### config.mk
export PLATFORM = sky130hd
export DESIGN_NAME = inst_seq_ctrl
export DESIGN_NICKNAME = d
export VERILOG_FILES = /design/src/rtl/inst_seq_ctrl.sv
export SDC_FILE = /design/constraint.sdc
export NUM_CORES = 1
export LEC_CHECK = 0
export ABC_AREA = 0
export BUFFER_PORTS_ARGS = -buffer_cell sky130_fd_sc_hd__buf_2
export CAP_MARGIN = 20
export CORE_MARGIN = 2
export CORE_UTILIZATION = 33
export DETAILED_ROUTE_END_ITERATION = 10
export PLACE_DENSITY = 0.62
export RECOVER_POWER = 100
export SLEW_MARGIN = 20
export SYNTH_ARGS = -nofsm -noshare
export SYNTH_HDL_FRONTEND = slang
export SYNTH_SLANG_ARGS = --single-unit
### constraint.sdc
create_clock -name clk -period 11.55 [get_ports clk]
set_input_delay 3.465 -clock clk [delete_from_list [all_inputs] [get_ports clk]]
set_output_delay 3.465 -clock clk [all_outputs]
set_load 0.005 [all_outputs]
### src/rtl/inst_seq_ctrl.sv
// Multi-cycle instruction sequencer: owns the PC, fetches over req/ack and steps phases 1..5.
// Optional PC_ALIGN_CHECK_EN: a misaligned jump target halts the sequencer and sets trap_misalign.
module inst_seq_ctrl #(
  parameter logic [63:0] PC_RESET = 64'h0000_0000_8000_0000
) (
  input  logic        clk,
  input  logic        rst,
  output logic        if_req,
  output logic [63:0] if_addr,
  input  logic        if_ack,
  input  logic [31:0] if_rdata,
  output logic [31:0] inst,
  output logic [63:0] pc,
  output logic [7:0]  instcycle_cnt_val,
  input  logic        pc_jmp,
  input  logic [63:0] pc_jmpaddr,
  output logic        inst_commit,
  output logic [63:0] instret,
  output logic        trap_misalign
);

  typedef enum logic [7:0] {
    PH_IDLE   = 8'd0,
    PH_FETCH  = 8'd1,
    PH_DECODE = 8'd2,
    PH_READ   = 8'd3,
    PH_EXEC   = 8'd4,
    PH_COMMIT = 8'd5,
    PH_HALT   = 8'hFF
  } phase_t;

  phase_t      cnt_q, cnt_d;
  logic [63:0] pc_q, pc_d;
  logic        if_req_q, if_req_d;
  logic [31:0] inst_q, inst_d;
  logic [63:0] instret_q, instret_d;
  logic        trap_d;
  logic        misalign_jmp;

`ifdef PC_ALIGN_CHECK_EN
  logic        trap_q;
  assign misalign_jmp = pc_jmp && (pc_jmpaddr[1:0] != 2'b00);
`else
  assign misalign_jmp = 1'b0;
`endif

  always_comb begin
    cnt_d     = cnt_q;
    pc_d      = pc_q;
    if_req_d  = if_req_q;
    inst_d    = inst_q;
    instret_d = instret_q;
`ifdef PC_ALIGN_CHECK_EN
    trap_d    = trap_q;
`else
    trap_d    = 1'b0;
`endif
    case (cnt_q)
      PH_IDLE: begin
        cnt_d    = PH_FETCH;
        if_req_d = 1'b1;
      end
      PH_FETCH: begin
        // Address stays on if_addr until the handshake completes; no timeout.
        if (if_req_q && if_ack) begin
          inst_d   = if_rdata;
          if_req_d = 1'b0;
          cnt_d    = PH_DECODE;
        end
      end
      PH_DECODE: cnt_d = PH_READ;
      PH_READ:   cnt_d = PH_EXEC;
      PH_EXEC:   cnt_d = PH_COMMIT;
      PH_COMMIT: begin
        if (misalign_jmp) begin
          trap_d   = 1'b1;
          cnt_d    = PH_HALT;
          if_req_d = 1'b0;
        end else begin
          pc_d      = pc_jmp ? pc_jmpaddr : pc_q + 64'd4;
          instret_d = instret_q + 64'd1;
          cnt_d     = PH_FETCH;
          if_req_d  = 1'b1;
        end
      end
`ifdef PC_ALIGN_CHECK_EN
      PH_HALT: cnt_d = PH_HALT;
`endif
      default: begin
        // Unreachable counter value: fall back to IDLE and restart the fetch.
        cnt_d    = PH_IDLE;
        if_req_d = 1'b0;
      end
    endcase
  end

  always_ff @(posedge clk or posedge rst) begin
    if (rst) begin
      cnt_q     <= PH_IDLE;
      pc_q      <= PC_RESET;
      if_req_q  <= 1'b0;
      inst_q    <= 32'd0;
      instret_q <= 64'd0;
    end else begin
      cnt_q     <= cnt_d;
      pc_q      <= pc_d;
      if_req_q  <= if_req_d;
      inst_q    <= inst_d;
      instret_q <= instret_d;
    end
  end

`ifdef PC_ALIGN_CHECK_EN
  always_ff @(posedge clk or posedge rst) begin
    if (rst) trap_q <= 1'b0;
    else     trap_q <= trap_d;
  end
  assign trap_misalign = trap_q;
`else
  assign trap_misalign = trap_d;
`endif

  assign if_req            = if_req_q;
  assign if_addr           = pc_q;
  assign pc                = pc_q;
  assign inst              = inst_q;
  assign instret           = instret_q;
  assign instcycle_cnt_val = cnt_q;
  assign inst_commit       = (cnt_q == PH_COMMIT);

endmodule

==> summary.md, run 1 <==
| Metric | Value |
|---|---|
| Pwr Total | `1.250 mW` |
| Final setup viols | `0` |
| Die area | `0.02978 mm^2` |
| Synth area leader | `dfrtp_1` |
| Reg clk slew, reported paths | `0.09 ns` |
| Residual DRC | `0` |
| Die width | `172.6 um` |
| Worst setup SP type | `input pin` |
| 1st-pass router iterations | `5` |
| Delay-heaviest family, CP | `buffers and inverters` |
| RSZ-0062 raised after global routing | `false` |
| H-Tree Level Count | `4` |
| Top cells by area, synth | `dfrtp_1 43%, buf_4 5.7%, mux2_2 4.1%` |
| Fmax achieved | `128.3 MHz` |
| Cell internal pwr | `0.9028 mW` |
| Setup Crit Path Kind | `input pin to flop` |
| CTS tree | `done` |
| Post-route cell area | `0.01117 mm^2` |
| Cell with the most instances after synthesis | `dfrtp_1` |
| Switch share | `0.2779` |
| Core Box Area | `0.02786 mm^2` |
| Worst reg-to-reg path cell count | `6` |
| Critical path capture point type | `flop` |
| Longest Clk Path Bufs | `2` |
| Post-CTS Hold Buffers | `0` |
| ANT nets after route | `0` |
| Critical-path cell list | `clkbuf_1, clkbuf_1, nor2_1, and3_1, a31o_2, a21oi_1` |
| Reg2reg start | `instcycle_cnt_val[1]` |
| Slew HR | `-2.161` |
| Status | `complete, but fails checks` |
| Cts repair resizes | `0` |
| VDD IR-drop max | `0.00008292 V` |
| Pin count of the biggest net entering global routing | `103` |
| Most frequent cells after synthesis | `163 x dfrtp_1, 86 x nand2_1, 71 x buf_4` |
| Die Y-Extent | `172.6 um` |
| Top FF cell, synth | `dfrtp_1` |
| EDFF count, synth | `0` |
| Crit path max fanout | `67` |
| P&R area growth vs syn | `19.15%` |
| 1st-iter DRT viols | `763` |
| Unique cell type count in the Yosys netlist | `69` |
| Via count | `8528` |
| Row count | `61` |
| Gr usage total | `0.1912` |
| Grt ovf | `0` |
| Max_cap viols | `6` |
| Power density over cell area | `111.9 mW/mm^2` |
| Final Hold Viols | `0` |
| Worst clock skew | `0.03212 ns` |
| Mapped Area | `0.009378 mm^2` |
| Clock Power Share | `0.487` |
| Worst hold path cell count | `1` |
| Avg Cell Area, Syn | `9.444 um^2` |
| Post-placement cell area | `0.01082 mm^2` |
| Cells after Synth | `993` |
| Reg-to-Reg End | `if_addr[60]` |
| LEAKAGE | `5.151 nW` |
| Sequential share of the synthesized area | `0.4378` |
| Warnings, synthesis | `0` |
| Final WL | `29.03 mm` |
| Stages on the worst setup path | `6` |
| TNS Setup | `0 ns` |
| Antenna violations before repair | `0` |
| Flop pwr share | `0.466` |
| Ports | `335` |
| Worst-margin pin slew | `4.741 ns` |
| # fillers | `2879` |
| Synth Register Bits | `164` |
| Post-CTS Repair Setup Buffers | `0` |
| Worst Path Buf+Inv | `2` |
| Violations in the final reports | `capacitance limit, slew limit` |
| Worst Hold End | `instret[63]` |
| TritonCTS Buffers | `17` |
| Buffers on Ports | `328` |
| Required @ worst endpoint | `11.92 ns` |
| Min-delay src | `instret[63]` |
| Vias in the first global route | `8031` |
| Fraction of registers with async set/reset | `1.000` |
| Yosys top cell area share | `0.4350` |
| Worst-skew pair later-pin latency | `0.45 ns` |
| Most frequent CP cell | `clkbuf_1` |
| Clock sinks | `164` |
| Slowest CP cell | `clkbuf_1` |
| Combinational fraction of design power | `0.047` |
| First-pass GRT wire length | `45.84 mm` |
| Largest stage delay, worst path | `2.04 ns` |
| Tmin final | `7.791 ns` |
| Layout cells sized above 1 | `0.2502` |
| Vias per cell | `5.261` |
| Reg2Reg Setup Slack | `6.51 ns` |
| Switching pwr | `0.3474 mW` |
| Final #Nets | `1332` |
| Wire per inst | `17.91 um` |
| Number of diodes | `0` |
| Dpl hpwl | `20.54 mm` |
| Critical Path AT | `8.16 ns` |
| Max-slew violation count | `395` |
| Routability cong. | `0.8411` |
| Crit share post-route | `0.6746` |
| Clk root buf | `clkbuf_16` |
| Initial Util | `0.3366` |
| Min-delay worst type | `flop to flop` |
power by group through the flow:
stage	sequential [mW]	combinational, mW	clock, mW
4_1_cts	0.582	0.0605	0.627
5_1_grt	0.583	0.0663	0.651
6_report	0.582	0.0587	0.609
3_3_place_gp	0.593	0.0598	0
3_5_place_dp	0.593	0.0604	0
2_1_floorplan	0.592	0.0341	0
per-layer routing:
layer	wire (um)	track usage
met1	13050	0.2633
met2	13630	0.3025
met3	1737	0.03364
met4	601	0.06838
met5	0	0
kinds of logic after synthesis:
group,after synthesis,synth area share
multiplexers,45,0.05257
adder cells (fa/ha/maj),2,0.002668
XOR/XNOR,63,0.05884
flip-flops,164,0.4378
AO/OA/AOI/OAI,152,0.1046
buffers and inverters,145,0.09019
other,1,0.0003999
AND/OR/NAND/NOR,421,0.2530
sequential cells by signal (all words and copies together), names as in the netlist:
register	cells
inst	32
if_addr	64
instret	64
instcycle_cnt_val	3
if_req	1
worst reg2reg max path, delay by kind of cell (launching register included):
family / cells / cell delay, ns
buffers and inverters: 2 / 2.39
AND/OR/NAND/NOR: 4 / 2.10
flip-flops: 1 / 0.50
worst max path at each step:
stage	start	endpoint
final	pc_jmp	if_addr[28]
after global routing	pc_jmp	if_addr[28]
after CTS	pc_jmp	if_addr[43]
after detailed placement	pc_jmp	if_addr[43]
after global placement	pc_jmp	if_addr[43]
after floorplan	rst	if_addr[0]
per-stage QoR:
| step | worst slack [ns] | hold WS (ns) | utilization | cells |
|---|---|---|---|---|
| final | 3.759 | 0.4671 | 0.4011 | 1621 |
| after global routing | 3.465 | 0.4904 | 0.4011 | 1621 |
| after CTS | 6.421 | 0.4734 | 0.4112 | 1621 |
| after detailed placement | 5.948 | 0.4610 | 0.3883 | 1589 |
| after global placement | 5.944 | 0.4530 | 0.3883 | 1589 |
| after floorplan | 3.653 | 0.4647 | - | 998 |
cell type report:
| class | instances | area, um^2 | share of cell area |
|---|---|---|---|
| Multi-Input combinational cell | 689 | 4322 | 0.3868 |
| Inverter | 23 | 87.58 | 0.007839 |
| Sequential cell | 164 | 4105 | 0.3674 |
| Clock buffer | 17 | 425.4 | 0.03807 |
| Tap cell | 378 | 473.0 | 0.04233 |
| Timing Repair Buffer | 335 | 1549 | 0.1386 |
| Clock inverter | 15 | 211.5 | 0.01893 |
placed cells by master, fill, tap and decap left out, types with 6 or more instances in the layout:
master / n
o21ai_0: 32
xnor2_1: 29
nand3_1: 70
mux2i_1: 11
clkbuf_16: 17
or3_1: 14
clkinv_8: 6
a311oi_1: 6
nor3_1: 46
mux2_2: 34
conb_1: 6
and3_1: 21
nor4_1: 30
inv_1: 21
xor2_1: 34
nand2b_1: 8
nand4_1: 40
nor2_1: 58
nand2_1: 86
dfrtp_1: 163
a21oi_1: 47
and4_1: 6
o22ai_1: 10
buf_2: 227
clkbuf_1: 103
or4_1: 9
No activity file was read; power rests on OpenSTA's default activity.
==> inputs of run 2 (changes only) <==
Clock period 11.55 ns to 7.95 ns, I/O delays scaled along.
==> run 2 against run 1 <==
Net effect: the flow still finishes with violations (capacitance limit, slew limit); clock-buffer cell count unchanged; register-to-register slack worse by 3.7 ns; sequential power up 45%; critical path type is now flop to flop.
==> summary.md, run 2 (synthesized netlist as in run 1, its figures left out) <==
| Metric | Value |
|---|---|
| Dpl hpwl | `20.63 mm` |
| Crit share post-route | `0.6507` |
| Max_cap viols | `3` |
| TNS Setup | `0 ns` |
| Via count | `8564` |
| Die width | `172.6 um` |
| Gr usage total | `0.1908` |
| Vias in the first global route | `8074` |
| Final WL | `29.11 mm` |
| P&R area growth vs syn | `19.16%` |
| Critical Path AT | `5.54 ns` |
| H-Tree Level Count | `4` |
| Vias per cell | `5.283` |
| # fillers | `2886` |
| Pre-CTS setup slack | `3.427 ns` |
| Die area | `0.02978 mm^2` |
| Pwr Total | `1.798 mW` |
| Post-CTS Repair Setup Buffers | `0` |
| Post-placement cell area | `0.01082 mm^2` |
| FF+latch area | `0.004105 mm^2` |
| Worst setup SP type | `flop` |
| Grt ovf | `0` |
| Max-slew violation count | `181` |
| Layout cells sized above 1 | `0.2470` |
| LEAKAGE | `5.147 nW` |
| Wire per inst | `17.96 um` |
| Final #Nets | `1332` |
| Longest Clk Path Bufs | `2` |
| Worst clock skew | `0.01969 ns` |
| Pin count of the biggest net entering global routing | `107` |
| Residual DRC | `0` |
| Row count | `61` |
| 1st-iter DRT viols | `745` |
| Commonest non-fill, non-tap cell in the layout | `buf_2` |
| Post-CTS Hold Buffers | `0` |
| Min Hold Slack | `0.4682 ns` |
| Final setup viols | `0` |
| Power density over cell area | `160.9 mW/mm^2` |
| Buffers on Ports | `328` |
| Slew HR | `-1.140` |
| ANT nets after route | `0` |
| RSZ-0062 raised after global routing | `false` |
| Routability cong. | `0.8360` |
| Worst-skew pair later-pin latency | `0.44 ns` |
| Reg clk slew, reported paths | `0.09 ns` |
| Tmin final | `5.173 ns` |
| Antenna violations before repair | `1` |
| Violations in the final reports | `capacitance limit, slew limit` |
| Min-delay worst type | `flop to flop` |
| Worst-margin pin slew | `3.210 ns` |
| CTS tree | `done` |
| Status | `complete, but fails checks` |
| Final Hold Viols | `0` |
| VDD IR-drop max | `0.0001124 V` |
| Setup Crit Path Kind | `flop to flop` |
| First-pass GRT wire length | `45.67 mm` |
| Final WS setup | `2.777 ns` |
| Required @ worst endpoint | `8.31 ns` |
| Number of diodes | `0` |
| Ports | `335` |
| TritonCTS Buffers | `17` |
| Clock sinks | `164` |
| Die Y-Extent | `172.6 um` |
| Most frequent cells in the layout | `220 x buf_2, 163 x dfrtp_1, 110 x clkbuf_1` |
| Critical path capture point type | `flop` |
| Core Box Area | `0.02786 mm^2` |
| Multi-input gate area | `0.004333 mm^2` |
| Crit path max fanout | `73` |
| Clk root buf | `clkbuf_16` |
| Fmax achieved | `193.3 MHz` |
| 1st-pass router iterations | `5` |
| Cts repair resizes | `0` |
| Initial Util | `0.3366` |
| Post-route cell area | `0.01117 mm^2` |
## run 2: area by class of cell
type                       instances  share of cell area
multi-input combinational        689              0.3877
sequential                       164              0.3674
tap                              378             0.04232
clock inverter                    15             0.01780
timing repair buffer             335              0.1385
inverter                          23            0.008174
clock buffer                      17             0.03807
## run 2: critical path, cell delays in order (launching register included)
cell and delay, ns:
dfrtp_1 0.50, nand3b_1 0.41, clkinv_1 0.13, clkbuf_1 2.26
nand2_1 0.92, or4_1 0.74, nand3_1 0.10
## run 2: path summary, 6_finish.rpt
path / startpoint / to / slack [ns] / cells past startpoint
min in group asynchronous: rst / instret[32] / 2.17 / 2
hold / removal: instret[63] / instret[63] / 0.47 / 1
setup reg to reg: instcycle_cnt_val[1] / if_addr[60] / 2.78 / 6
max in group asynchronous: rst / inst[15] / 4.34 / 3
hold reg to reg: instret[63] / instret[63] / 0.47 / 1
setup / recovery: instcycle_cnt_val[1] / if_addr[60] / 2.78 / 6
## run 2: per-stage QoR
step | utilization | cells
finish | 0.4011 | 1621
floorplan | - | 998
global placement | 0.3883 | 1589
detailed placement | 0.3883 | 1589
CTS | 0.4107 | 1621
global route | 0.4011 | 1621
## run 2: metal layers
metal,global-route usage,share of wire,vias to the layer above,wire length (um)
met3,0.03848,0.061,20,1781
met1,0.2605,0.44,4217,12940
met4,0.04558,0.012,2,337
met5,0,0.00045,-,13
li1,-,-,4014,-
met2,0.3114,0.48,311,14040
## run 2: where the power goes
group / internal (mW) / switching [mW]
Combinational: 0.0337 / 0.0517
Sequential: 0.837 / 0.00834
Clock: 0.434 / 0.433
Total: 1.30 / 0.493
